--- config.mk ---
export PLATFORM = sky130hd
export DESIGN_NAME = data_memory_arbiter
export DESIGN_NICKNAME = d
export VERILOG_FILES = /design/src/rtl/data_memory_arbiter.sv
export SDC_FILE = /design/constraint.sdc
export NUM_CORES = 1
export LEC_CHECK = 0
export CORE_MARGIN = 2
export CORE_UTILIZATION = 35
export DETAILED_ROUTE_END_ITERATION = 10
export PLACE_DENSITY_LB_ADDON = 0.3
export SLEW_MARGIN = 20
export SYNTH_ARGS = -nofsm -noshare
export SYNTH_HDL_FRONTEND = slang
export SYNTH_SLANG_ARGS = --single-unit
--- constraint.sdc ---
create_clock -name clk -period 1.52 [get_ports clk]
set_input_delay 0.152 -clock clk [delete_from_list [all_inputs] [get_ports clk]]
set_output_delay 0.152 -clock clk [all_outputs]
set_load 0.1 [all_outputs]
--- src/rtl/data_memory_arbiter.sv ---
// Two-port arbiter/sequencer in front of the single-port MIPS DataMemory.
// Build option: define ARB_ROUND_ROBIN_EN for round-robin arbitration (default is fixed priority, port 0 first).
module data_memory_arbiter #(
  parameter int ADDR_WIDTH = 32,
  parameter int DATA_WIDTH = 32
) (
  input  logic                  clk,
  input  logic                  rst_n,
  input  logic                  req0,
  input  logic                  req1,
  input  logic                  we0,
  input  logic                  we1,
  input  logic [ADDR_WIDTH-1:0] addr0,
  input  logic [ADDR_WIDTH-1:0] addr1,
  input  logic [DATA_WIDTH-1:0] wdata0,
  input  logic [DATA_WIDTH-1:0] wdata1,
  output logic                  ack0,
  output logic                  ack1,
  output logic [DATA_WIDTH-1:0] rdata0,
  output logic [DATA_WIDTH-1:0] rdata1,
  output logic                  memWrite,
  output logic                  memRead,
  output logic [ADDR_WIDTH-1:0] Address,
  output logic [DATA_WIDTH-1:0] write_data,
  input  logic [DATA_WIDTH-1:0] read_data,
  output logic                  grant,
  output logic                  busy
);

  // state  | meaning
  // IDLE   | waiting for a request, arbitrates and latches the winner
  // ACCESS | drives memory for one cycle, captures read data at its end
  // RESP   | one-cycle ack pulse to the winner
  typedef enum logic [1:0] {
    ST_IDLE   = 2'd0,
    ST_ACCESS = 2'd1,
    ST_RESP   = 2'd2
  } state_t;

  state_t                r_state;
  state_t                w_state_nxt;
  logic                  r_grant;
  logic                  r_we;
  logic [ADDR_WIDTH-1:0] r_addr;
  logic [DATA_WIDTH-1:0] r_wdata;
  logic [DATA_WIDTH-1:0] r_rdata0;
  logic [DATA_WIDTH-1:0] r_rdata1;
  logic                  w_any_req;
  logic                  w_winner;
  logic                  w_start;

  assign w_any_req = req0 | req1;
  assign w_start   = (r_state == ST_IDLE) && w_any_req;

`ifdef ARB_ROUND_ROBIN_EN
  // r_last holds the port served most recently; it resets to 1 so port 0 goes first.
  logic r_last;

  always_ff @(posedge clk) begin
    if (!rst_n)
      r_last <= 1'b1;
    else if (w_start)
      r_last <= w_winner;
  end

  assign w_winner = (req0 && req1) ? ~r_last : req1;
`else
  assign w_winner = ~req0 & req1;
`endif

  always_ff @(posedge clk) begin
    if (!rst_n)
      r_state <= ST_IDLE;
    else
      r_state <= w_state_nxt;
  end

  always_comb begin
    w_state_nxt = r_state;
    memWrite    = 1'b0;
    memRead     = 1'b0;
    ack0        = 1'b0;
    ack1        = 1'b0;
    busy        = 1'b0;
    case (r_state)
      ST_IDLE: begin
        if (w_any_req)
          w_state_nxt = ST_ACCESS;
      end
      ST_ACCESS: begin
        busy        = 1'b1;
        memWrite    = r_we;
        memRead     = ~r_we;
        w_state_nxt = ST_RESP;
      end
      ST_RESP: begin
        busy        = 1'b1;
        ack0        = ~r_grant;
        ack1        = r_grant;
        w_state_nxt = ST_IDLE;
      end
      default: w_state_nxt = ST_IDLE;
    endcase
  end

  always_ff @(posedge clk) begin
    if (!rst_n) begin
      r_grant  <= 1'b0;
      r_we     <= 1'b0;
      r_addr   <= '0;
      r_wdata  <= '0;
      r_rdata0 <= '0;
      r_rdata1 <= '0;
    end else begin
      if (w_start) begin
        r_grant <= w_winner;
        r_we    <= w_winner ? we1 : we0;
        r_addr  <= w_winner ? addr1 : addr0;
        r_wdata <= w_winner ? wdata1 : wdata0;
      end
      // Only the winner's read register moves; writes leave both untouched.
      if (r_state == ST_ACCESS && !r_we) begin
        if (r_grant)
          r_rdata1 <= read_data;
        else
          r_rdata0 <= read_data;
      end
    end
  end

  assign grant      = r_grant;
  assign Address    = r_addr;
  assign write_data = r_wdata;
  assign rdata0     = r_rdata0;
  assign rdata1     = r_rdata1;

endmodule

## Word level (Yosys, flattened, before mapping)

Index checks and enable logic that the tools add are counted.

- Flip-flop bits (word level): 132
- Bits of input ports: 166
- Output and inout bits: 134
- Logic and storage cells: 32

- Equality and inequality tests: 3
- Muxes and demuxes: 10
- Bitwise logic cells: 5
- Reduce and logical (&&, ||, !) cells: 7

Operator list:

| kind | number |
|---|---|
| $mux 32 | 2 |
| $mux 1 | 6 |
| $pmux 2 s2 | 1 |
| $reduce_and 2->1 | 2 |
| $not 1->1 | 3 |
| $eq 2x1->1 const B | 1 |
| $eq 2x2->1 const B | 1 |
| $logic_and 1x1->1 | 2 |
| $logic_not 2->1 | 1 |
| $mux 2 | 1 |
| $ne 2x2->1 const B | 1 |
| $reduce_or 2->1 | 1 |
| $and 1x1->1 | 1 |
| $logic_not 1->1 | 1 |
| $or 1x1->1 | 1 |

## Depth between registers and ports, before layout

Gate-level depths: netlist (run 1).

- Depth in word-level cells: 3
- Mapped depth: 7
- Depth with buffers taken out: 5

## Worst setup path before layout (run 1)

OpenSTA, ideal clock, no wires.

- Kind: reg-to-output
- Start point: register r_grant (netlist: grant)
- End point: output ack0
- Arrival: 2,180 ps
- Data required time: 1,368 ps
- Slack: -812 ps
- Cell stages (with the launch flop): 2
- Path buffers: 0
- Path through: dfxtp_1 -> nor2b_1

- Word-level cells in the longest chain between the ends: 2

RTL lines:

| element | RTL line | text |
|---|---|---|
| start: declaration | 42 | `logic r_grant;` |
| start signal: assignment | 116 | `r_grant <= w_winner;` |
| $not 1->1 (no source line) | n/a |  |
| $mux 1 | 85 | `case (r_state)` |
| end: declaration | 17 | `output logic ack0,` |

No other way between the ends.

## Final worst setup path (run 1)

- Start point: register r_state[0]
- End point: register r_addr[27] (netlist: Address[27])

- Word-level cells in the longest chain between the ends: 2

RTL lines:

| element | RTL line | text |
|---|---|---|
| start: declaration | 40 | `state_t r_state;` |
| start signal: assignment | 75 | `r_state <= w_state_nxt;` |
| $logic_not 2->1 | 53 | `assign w_start = (r_state == ST_IDLE) && w_any_req;` |
| $logic_and 1x1->1 | 53 |  |
| end signal: assignment | 118 | `r_addr <= w_winner ? addr1 : addr0;` |
| end: declaration | 44 | `logic [ADDR_WIDTH-1:0] r_addr;` |

No other way between the ends.
A chain may end at the register's enable or synchronous reset.

==> results of run 1 <==
layout by cell type (no fill, tap or decap), types with 2 or more instances in the layout:
master and count:
ha_1 2, a21boi_1 42, a21boi_0 22, inv_6 2, dfxtp_2 2, o21ai_0 65, buf_16 2, clkbuf_8 3
clkbuf_16 21, a31oi_1 65, clkinv_2 3, dfxtp_1 128, dfxtp_4 2, nor2b_4 2, buf_12 147, inv_4 2
buf_4 12, mux2i_1 2, and2_4 2, clkdlybuf4s50_1 164, bufinv_16 5, ha_4 2, nor2b_1 2, nand2_1 260
layout make-up:
class	count	area [µm²]	area share, %
repair buffers	330	4841	44.59
flip-flops and latches	132	2653	24.44
multi-input cells	477	2449	22.56
clock buffers	20	466.7	4.299
well taps	188	235.2	2.167
clock inverters	12	198.9	1.833
inverters	2	12.51	0.1153
worst max-delay path: stages, from the launching register on:
cell       delay [ps]
dfxtp_4           360
inv_4              70
ha_2              210
o21a_4            150
buf_4             170
clkbuf_16         170
o21ai_0            90
a31oi_1           210
metrics by stage:
| step | hold WS, ps | setup slack [ps] |
|---|---|---|
| global route | 175.6 | -69.60 |
| floorplan | 286.9 | -16.11 |
| global placement | 477.9 | 6.000 |
| CTS | 139.4 | -11.92 |
| detailed placement | 485.0 | -46.45 |
| finish | 167.8 | 1.252 |
kinds of logic after synthesis:
group	after synthesis	synth area share, %
buf+inv	58	5.615
flops	132	49.62
simple gates	274	20.21
fa+ha+maj	5	1.175
mux	2	0.3760
compound gates	196	23.00
flip-flops by register name, indices dropped and copies added (netlist names):
signal      flops
rdata1         32
write_data     32
r_state         2
r_we            1
Address        32
rdata0         32
grant           1
synthesized netlist by cell type (3+ instances only):
cell type	number
o21ai_0	65
ha_1	5
dfxtp_1	132
a21boi_0	22
nor2b_1	4
buf_6	3
buf_4	6
clkbuf_1	18
a31oi_1	65
buf_2	29
a21boi_1	42
nand2_1	260
report_power, final:
group	switching, mW	internal (mW)
logic	3.69	2.35
clock network	1.59	3.05
registers	0.392	3.83
final timing paths:
kind / endpoint / slack, ps / cells after the start
worst max-delay path: Address[27] / 1 / 7
worst min-delay path: write_data[4] / 170 / 3
worst max register to register: Address[27] / 1 / 7
worst min register to register: rdata1[16] / 490 / 2
layer usage:
metal | part of all wire, % | vias up | GRT usage [%]
met5 | 0 | - | 0
met4 | 3.1 | 0 | 9.825
met3 | 8.9 | 39 | 8.920
met2 | 50 | 251 | 38.94
met1 | 38 | 2652 | 26.35
li1 | - | 2827 | -
what timing repair did:
item	in CTS	in global routing
buffers inserted	4	5
gates resized for setup	14	10
cloned	1	4
setup endpoints to repair	9	50
==> flow_metrics.tcl, run 1 <==
set metrics [dict create \
    hold_start "rst_n" \
    netlist_instances 667 \
    antenna_found_initial 0 \
    initial_utilization_pct 35.42 \
    synth_edf_count 0 \
    fin_worst_skew_ps 8.022 \
    route.final.wire_length_um 19630 \
    ys.flop_type "dfxtp_1" \
    final_antenna_net_count 0 \
    synth.area.top_cells "dfxtp_1, nand2_1, a31oi_1" \
    postPlaceCellArea_um2 9923 \
    global_route.overflow_total 0 \
    rows 45 \
    cts_made_buffers 17 \
    gr-usage-all-layers_pct 23.18 \
    critical_path.startpoint "r_state[0]" \
    dpl.cell_count 1117 \
    finish.instance_area_um2 10860 \
    final_min_period_ps 1519 \
    design.final.nets 1131 \
    syn-num-nets 838 \
    areaGrowthSynthToFinish_pct 103.9 \
    number_of_drc_violations_after_detailed_routing_iteration_0 333 \
    design.portCount 300 \
    critical_path_sink_type "flip-flop" \
    cp.required_ps 1850 \
    dr.pass1.iters 6 \
    maxCapViolCount 0 \
    report.final.setup_viol 0 \
    setup.worst_path.class "reg -> reg" \
    post_drt_via_cell_ratio 4.969 \
    worstMarginPinSlew_ps 346.4 \
    utilization_pct 72.21 \
    dpl.hpwl_um 13210 \
    irDropWorstVdd_v 0.0008573 \
    ys_async_sr_fraction_pct 0 \
    p_per_area_nw_per_um2 1373 \
    fill_cells 1043 \
    cts.sinks 132 \
    rsz0062_at_grt "yes" \
    final_cells 1161 \
    max_slew_headroom_pct 76.91 \
    vias 5769 \
    max-clock-path-buffers 2 \
    synth-seq-cells 132 \
    power.leakage_nw 4.235 \
    crit-reg2reg-launch "r_state[0]" \
    die_width_um 127.3 \
    cp.arrival_ps 1850 \
    total_power_mw 14.91 \
    run_status "completed" \
    yosysUniqueCellTypes 25 \
    routed_wire_length_per_instance_um 16.91 \
    first_global_vias 5710 \
    globalplace.congestion 0.8144 \
    setup_total_negative_slack_ps 0 \
    clock_tree.htree_level_count 4 \
    clk-insertion-delay-late_ps 420 \
    core_um2 15030 \
    drv_slew 0 \
    synth_area_per_cell_um2 7.984 \
    synth_top_cell_by_area "dfxtp_1" \
    critPathMaxFanout 11 \
    clk_pin_slew_ps 60 \
    hold_buffer_count_at_cts 0 \
    placement.io_buffers 299 \
    grt_max_degree 52 \
    synth.yosys.seq_area_share_pct 49.62 \
    holdCritPathClass "in -> reg" \
    cts_root_buf "clkbuf_16" \
    die_span_in_y_um 127.3 \
    syn_area_um2 5325 \
    antenna_fix_cells 0 \
    grt_first_pass_wirelength_um 29440 \
    synth_top_area_share_pct 49.62 \
    route.detailed.drc 0 \
    fin_crit_sh_pct 99.92 \
    final_layout_size_suffix_gt1_share_pct 22.10 \
    tritoncts "done" \
    final_hold_vios 0 \
    fmax_mhz 658.4 \
    startpoint_type "flip-flop" \
    fp.dieArea_um2 16220 \
    yosys_warnings 0 \
]
No activity file was read; power rests on OpenSTA's default activity.
==> run 2: changes to the inputs <==
--- a/config.mk
+++ b/config.mk
@@ -6,7 +6,8 @@
 export NUM_CORES = 1
 export LEC_CHECK = 0
 export CORE_MARGIN = 2
-export CORE_UTILIZATION = 35
+export CORE_UTILIZATION = 36
+export CTS_BUF_LIST = sky130_fd_sc_hd__clkbuf_4 sky130_fd_sc_hd__clkbuf_8
 export DETAILED_ROUTE_END_ITERATION = 10
 export PLACE_DENSITY_LB_ADDON = 0.3
 export SLEW_MARGIN = 20
==> run 2 against run 1 <==
The flow now finishes with violations (setup timing). Critical path depth is 3 lower. First-iteration DRC count down 11%. Hold slack got worse by 43 ps. Routed wire length decreased by 6.0%. Combinational power shrank 3%. Clock power decreased by 28%. Final cell count shrank 0.69%. Fmax is 2.0% lower. Core utilization increased by 0.41 points. Global-route usage down 0.24 points. Design area fell by 3.1%. Largest cell class unchanged. Highest routed layer unchanged.
==> flow_metrics.tcl, run 2 (synthesis results as in run 1) <==
set metrics [dict create \
    areaGrowthSynthToFinish_pct 97.44 \
    clk_pin_slew_ps 80 \
    fill_cells 1044 \
    critical_path_sink_type "output port" \
    worst_hold_path.num_cells 3 \
    dr_wl_met2_um 9184 \
    rows 44 \
    crit-reg2reg-launch "r_state[1]" \
    highest-signal-layer "met4" \
    hold_end "write_data[12]" \
    dpl.cell_count 1116 \
    failed_checks "setup timing" \
    max_slew_headroom_pct 78.07 \
    critPathMaxFanout 2 \
    tritoncts "done" \
    report.final.setup_viol 2 \
    p_per_area_nw_per_um2 1275 \
    first_global_vias 5473 \
    total_power_mw 13.41 \
    fin_crit_sh_pct 101.9 \
    cts_made_buffers 17 \
    fin_worst_skew_ps 13.08 \
    clk-insertion-delay-late_ps 450 \
    run_status "finished with violations" \
    core_um2 14480 \
    design.final.nets 1127 \
    placement.io_buffers 299 \
    timing.reg2reg.setup_slack_ps 70 \
    worstMarginPinSlew_ps 328.9 \
    final_cell_mix "nand2_1, clkdlybuf4s50_1, buf_12, dfxtp_1, a31oi_1" \
    final_layout_size_suffix_gt1_share_pct 21.78 \
    antenna_found_initial 0 \
    post_drt_via_cell_ratio 4.972 \
    globalplace.congestion 0.8353 \
    cts.sinks 132 \
    final_min_period_ps 1549 \
    final_cells 1153 \
    die_width_um 125.6 \
    holdCritPathClass "in -> reg" \
    setup.worst_path.class "reg -> out" \
    dr.pass1.iters 4 \
    mostFrequentLayoutCell "nand2_1" \
    fmax_mhz 645.5 \
    route.final.wire_length_um 18450 \
    number_of_drc_violations_after_detailed_routing_iteration_0 297 \
    r2r-end "Address[3]" \
    hold_start "rst_n" \
    route.detailed.drc 0 \
    grt_max_degree 61 \
    cp.required_ps 1370 \
    antenna_fix_cells 0 \
    wl_met3_um 1488 \
    setup_slack_ps -29.16 \
    global_route.overflow_total 0 \
    vias 5733 \
    cts_root_buf "clkbuf_8" \
    worstRegToRegCells 7 \
    design.portCount 300 \
    drv_slew 0 \
    die_span_in_y_um 125.6 \
    power.leakage_nw 4.075 \
    startpoint_type "flip-flop" \
    dpl.hpwl_um 13310 \
    cp.arrival_ps 1400 \
    clock_tree.htree_level_count 4 \
    final_antenna_net_count 0 \
    gr-usage-all-layers_pct 22.95 \
    grt_first_pass_wirelength_um 28560 \
    final_hold_vios 0 \
    maxCapViolCount 0 \
    max-clock-path-buffers 2 \
    detail_route.wirelength.met1_um 7104 \
    rsz0062_at_grt "yes" \
    fp.dieArea_um2 15780 \
    initial_utilization_pct 36.78 \
    irDropWorstVdd_v 0.0007915 \
    routed_wire_length_per_instance_um 16.00 \
]
-- run 2: cell count changes in the layout (fill, tap and decap cells not counted), moves of 2 or more --
cell,previous run,this run
clkbuf_8,3,20
o21ai_1,0,3
clkbuf_16,21,1
o21ai_0,65,62
buf_12,147,144
buf_6,1,3
-- run 2: final cells by class --
type | instances | area, µm² | area share [%]
Clock buffer | 20 | 275.3 | 2.618
Clock inverter | 12 | 176.4 | 1.678
Inverter | 2 | 12.51 | 0.1190
Multi-Input combinational cell | 477 | 2459 | 23.38
Sequential cell | 132 | 2653 | 25.23
Tap cell | 184 | 230.2 | 2.190
Timing Repair Buffer | 326 | 4708 | 44.78
-- run 2: critical path, cell delays in order (launching register included) --
cell	delay, ps
dfxtp_4	370
inv_4	40
buf_6	110
ha_4	260
buf_12	160
-- run 2: timing repair --
action                     in CTS  in global routing
setup endpoints to repair       7                 21
hold buffers                    0                  0
hold endpoints to repair        0                  0
cloned                          0                  1
pin swaps                       2                  2
gates resized for setup        16                  8
setup buffers                   5                  0
-- run 2: power breakdown --
part | total (mW) | leakage (nW) | internal, mW | switching (mW)
Clock | 3.33 | 0.225 | 1.92 | 1.41
Combinational | 5.87 | 2.76 | 2.23 | 3.64
Sequential | 4.21 | 1.09 | 3.83 | 0.380
Total | 13.4 | 4.08 | 7.98 | 5.43
-- run 2: metrics by stage --
step | area [µm²] | TNS, ps | util (%) | setup WS (ps) | hold slack (ps)
final | 10510 | -39.55 | 72.61 | -29.16 | 124.6
after floorplan | 5338 | -24.48 | - | -16.11 | 286.9
after global placement | 9928 | 0 | 68.57 | 33.95 | 477.4
after CTS | 10470 | -126.3 | 72.30 | -47.80 | 94.61
after detailed placement | 9928 | -133.5 | 68.57 | -50.88 | 481.9
after global routing | 10510 | -242.2 | 72.61 | -80.05 | 124.3
-- run 2: how the worst max path moves through the flow --
stage | slack (ps) | from | cells after the start | end
after detailed placement | -50 | req0 | 5 | write_data[14]
after CTS | -50 | r_state[1] | 4 | ack1
after floorplan | -20 | r_state[0] | 3 | ack0
final | -30 | r_state[1] | 4 | busy
after global routing | -80 | r_state[1] | 4 | busy
after global placement | 30 | req1 | 5 | Address[9]
-- run 2: per-layer routing --
metal  GRT usage, %  vias up
met3          8.751       43
met4          10.98        0
li1               -     2815
met2          39.36      229
met5              0        -
met1          24.95     2646
==> run 3: changes to the inputs <==
--- a/config.mk
+++ b/config.mk
@@ -9,7 +9,9 @@
 export CORE_UTILIZATION = 36
 export CTS_BUF_LIST = sky130_fd_sc_hd__clkbuf_4 sky130_fd_sc_hd__clkbuf_8
 export DETAILED_ROUTE_END_ITERATION = 10
+export HOLD_SLACK_MARGIN = 0.12
 export PLACE_DENSITY_LB_ADDON = 0.3
+export RECOVER_POWER = 50
 export SLEW_MARGIN = 20
 export SYNTH_ARGS = -nofsm -noshare
 export SYNTH_HDL_FRONTEND = slang
==> run 3 against run 2 <==
Power shrank 8.8%. Critical path depth did not move. The run still ends with setup timing left. Fmax barely moved. Clock-buffer cell count stayed put. Sequential power fell by 4.8%. Sequential share of layout area rose by 5.1 points. Hold slack better by 140 ps.
==> flow_metrics.tcl, run 3 (synthesis results as in run 1) <==
set metrics [dict create \
    crit-reg2reg-launch "r_state[1]" \
    antenna_fix_cells 0 \
    rsz0062_at_grt "yes" \
    route.detailed.drc 0 \
    cp.required_ps 1370 \
    worst_hold_path.num_cells 3 \
    design.final.nets 1128 \
    clock_tree.htree_level_count 4 \
    maxCapViolCount 0 \
    setup.worst_path.class "reg -> out" \
    use_met3_pct 8.751 \
    fin_worst_skew_ps 12.53 \
    drv_slew 0 \
    critical_path_sink_type "output port" \
    max_slew_headroom_pct 57.38 \
    dpl.hpwl_um 13310 \
    route.final.wire_length_um 18640 \
    grt_max_degree 61 \
    design.portCount 300 \
    die_span_in_y_um 125.6 \
    placement.io_buffers 299 \
    cts_root_buf "clkbuf_8" \
    timing.reg2reg.setup_slack_ps 50 \
    fp.dieArea_um2 15780 \
    tritoncts "done" \
    rows 44 \
    final_layout_size_suffix_gt1_share_pct 21.75 \
    fmax_mhz 645.0 \
    mostFrequentLayoutCell "nand2_1" \
    report.final.setup_viol 2 \
    area.sequential_um2 2653 \
    use_met2_pct 39.36 \
    grt_first_pass_wirelength_um 28550 \
    cp_cell_sequence "inv_4 > buf_6 > ha_4 > buf_12" \
    cts_made_buffers 17 \
    initial_utilization_pct 36.78 \
    gr-usage-all-layers_pct 22.95 \
    cp.arrival_ps 1400 \
    number_of_drc_violations_after_detailed_routing_iteration_0 274 \
    gr-max-usage-layer "met2" \
    startpoint_type "flip-flop" \
    first_global_vias 5468 \
    vias 5704 \
    holdCritPathClass "in -> reg" \
    final_min_period_ps 1551 \
    dpl.cell_count 1116 \
    global_route.overflow_total 0 \
    areaGrowthSynthToFinish_pct 64.31 \
    irDropWorstVdd_v 0.0007286 \
    final_antenna_net_count 0 \
    routed_wire_length_per_instance_um 16.16 \
    setup_slack_ps -30.50 \
    fill_cells 1273 \
    run_status "finished with violations" \
    p_per_area_nw_per_um2 1398 \
    core_um2 14480 \
    grt.met1_usage_pct 24.95 \
    slowest_stage "dfxtp_4" \
    preCtsSetupSlack_ps -50.88 \
    cpLargestDelayFamily "flip-flops" \
    cpPeakStageDelay_ps 370 \
    max-clock-path-buffers 2 \
    dr.pass1.iters 4 \
    globalplace.congestion 0.8353 \
    final_cells 1154 \
    critical_path.startpoint "r_state[1]" \
    final_hold_vios 0 \
    worstMarginPinSlew_ps 639.2 \
    clk_pin_slew_ps 80 \
    fin_crit_sh_pct 102.0 \
    power.leakage_nw 3.665 \
    final_cell_mix "nand2_1, clkdlybuf4s50_1, dfxtp_1, buf_2, a31oi_1" \
    critPathMaxFanout 2 \
    cts.sinks 132 \
    worstRegToRegCells 7 \
    r2r-end "write_data[0]" \
    footprint_of_the_multi_input_gates_um2 2459 \
    clk-insertion-delay-late_ps 450 \
    critPathBufInv 3 \
    post_drt_via_cell_ratio 4.943 \
    die_width_um 125.6 \
    hold_end "write_data[11]" \
    failed_checks "setup timing" \
    antenna_found_initial 0 \
    hold_start "wdata0[11]" \
]
run 3: changes by cell type in the layout (fill, tap and decap cells not counted):
cell           previous run  this run
buf_12                  144        21
buf_2                     0        93
clkbuf_4                  0        30
buf_4                    13        12
clkbuf_2                  0         1
dlygate4sd3_1             0         1
run 3: power by group:
group	internal [mW]	switching [mW]	total [mW]	leakage (nW)
Clock	1.92	1.41	3.33	0.225
Combinational	1.25	3.65	4.89	2.35
Sequential	3.82	0.184	4.01	1.09
Total	6.99	5.24	12.2	3.66
run 3: repair_timing:
action                                  4_1_cts  5_1_grt
pin swaps                                     2        2
hold buffers                                  1        0
endpoints found under the hold margin        21        0
gates resized for setup                      16        8
buffers inserted                              5        0
cloned                                        0        1
endpoints found under the setup margin        7       21
run 3: tightest hold or removal path: cells and delay by family:
kind                   cells  cell delay, ps
AO/OA/AOI/OAI              1              60
buffers and inverters      1             390
AND/OR/NAND/NOR            1              50
run 3: stage by stage:
step / instance area (µm²) / setup TNS (ps) / util, % / power (mW) / hold slack, ps
after floorplan: 5338 / -24.48 / - / 7.553 / 286.9
after global placement: 9928 / 0 / 68.57 / 9.989 / 477.4
after detailed placement: 9928 / -133.5 / 68.57 / 10.04 / 481.9
after CTS: 10480 / -126.3 / 72.37 / 13.43 / 230.3
after global routing: 8750 / -494.5 / 60.43 / 12.69 / 251.3
final: 8750 / -40.52 / 60.43 / 12.23 / 264.7
run 3: worst max-delay path by stage:
stage | to | slack, ps | cells after the start
global route | busy | -80 | 4
detailed placement | write_data[14] | -50 | 5
CTS | ack1 | -50 | 4
finish | busy | -30 | 4
floorplan | ack0 | -20 | 3
global placement | Address[9] | 30 | 5
run 3: layer usage:
layer / vias to the layer above / part of all wire (%) / routed length (µm)
li1: 2818 / - / -
met4: 0 / 3.8 / 708
met1: 2608 / 40 / 7409
met3: 47 / 7.8 / 1449
met2: 231 / 49 / 9078
met5: - / 0 / 0
run 3: final cells by class:
type | instances | area share [%]
Timing Repair Buffer | 327 | 33.65
Multi-Input combinational cell | 477 | 28.10
Clock buffer | 20 | 3.146
Tap cell | 184 | 2.631
Inverter | 2 | 0.1430
Clock inverter | 12 | 2.016
Sequential cell | 132 | 30.32
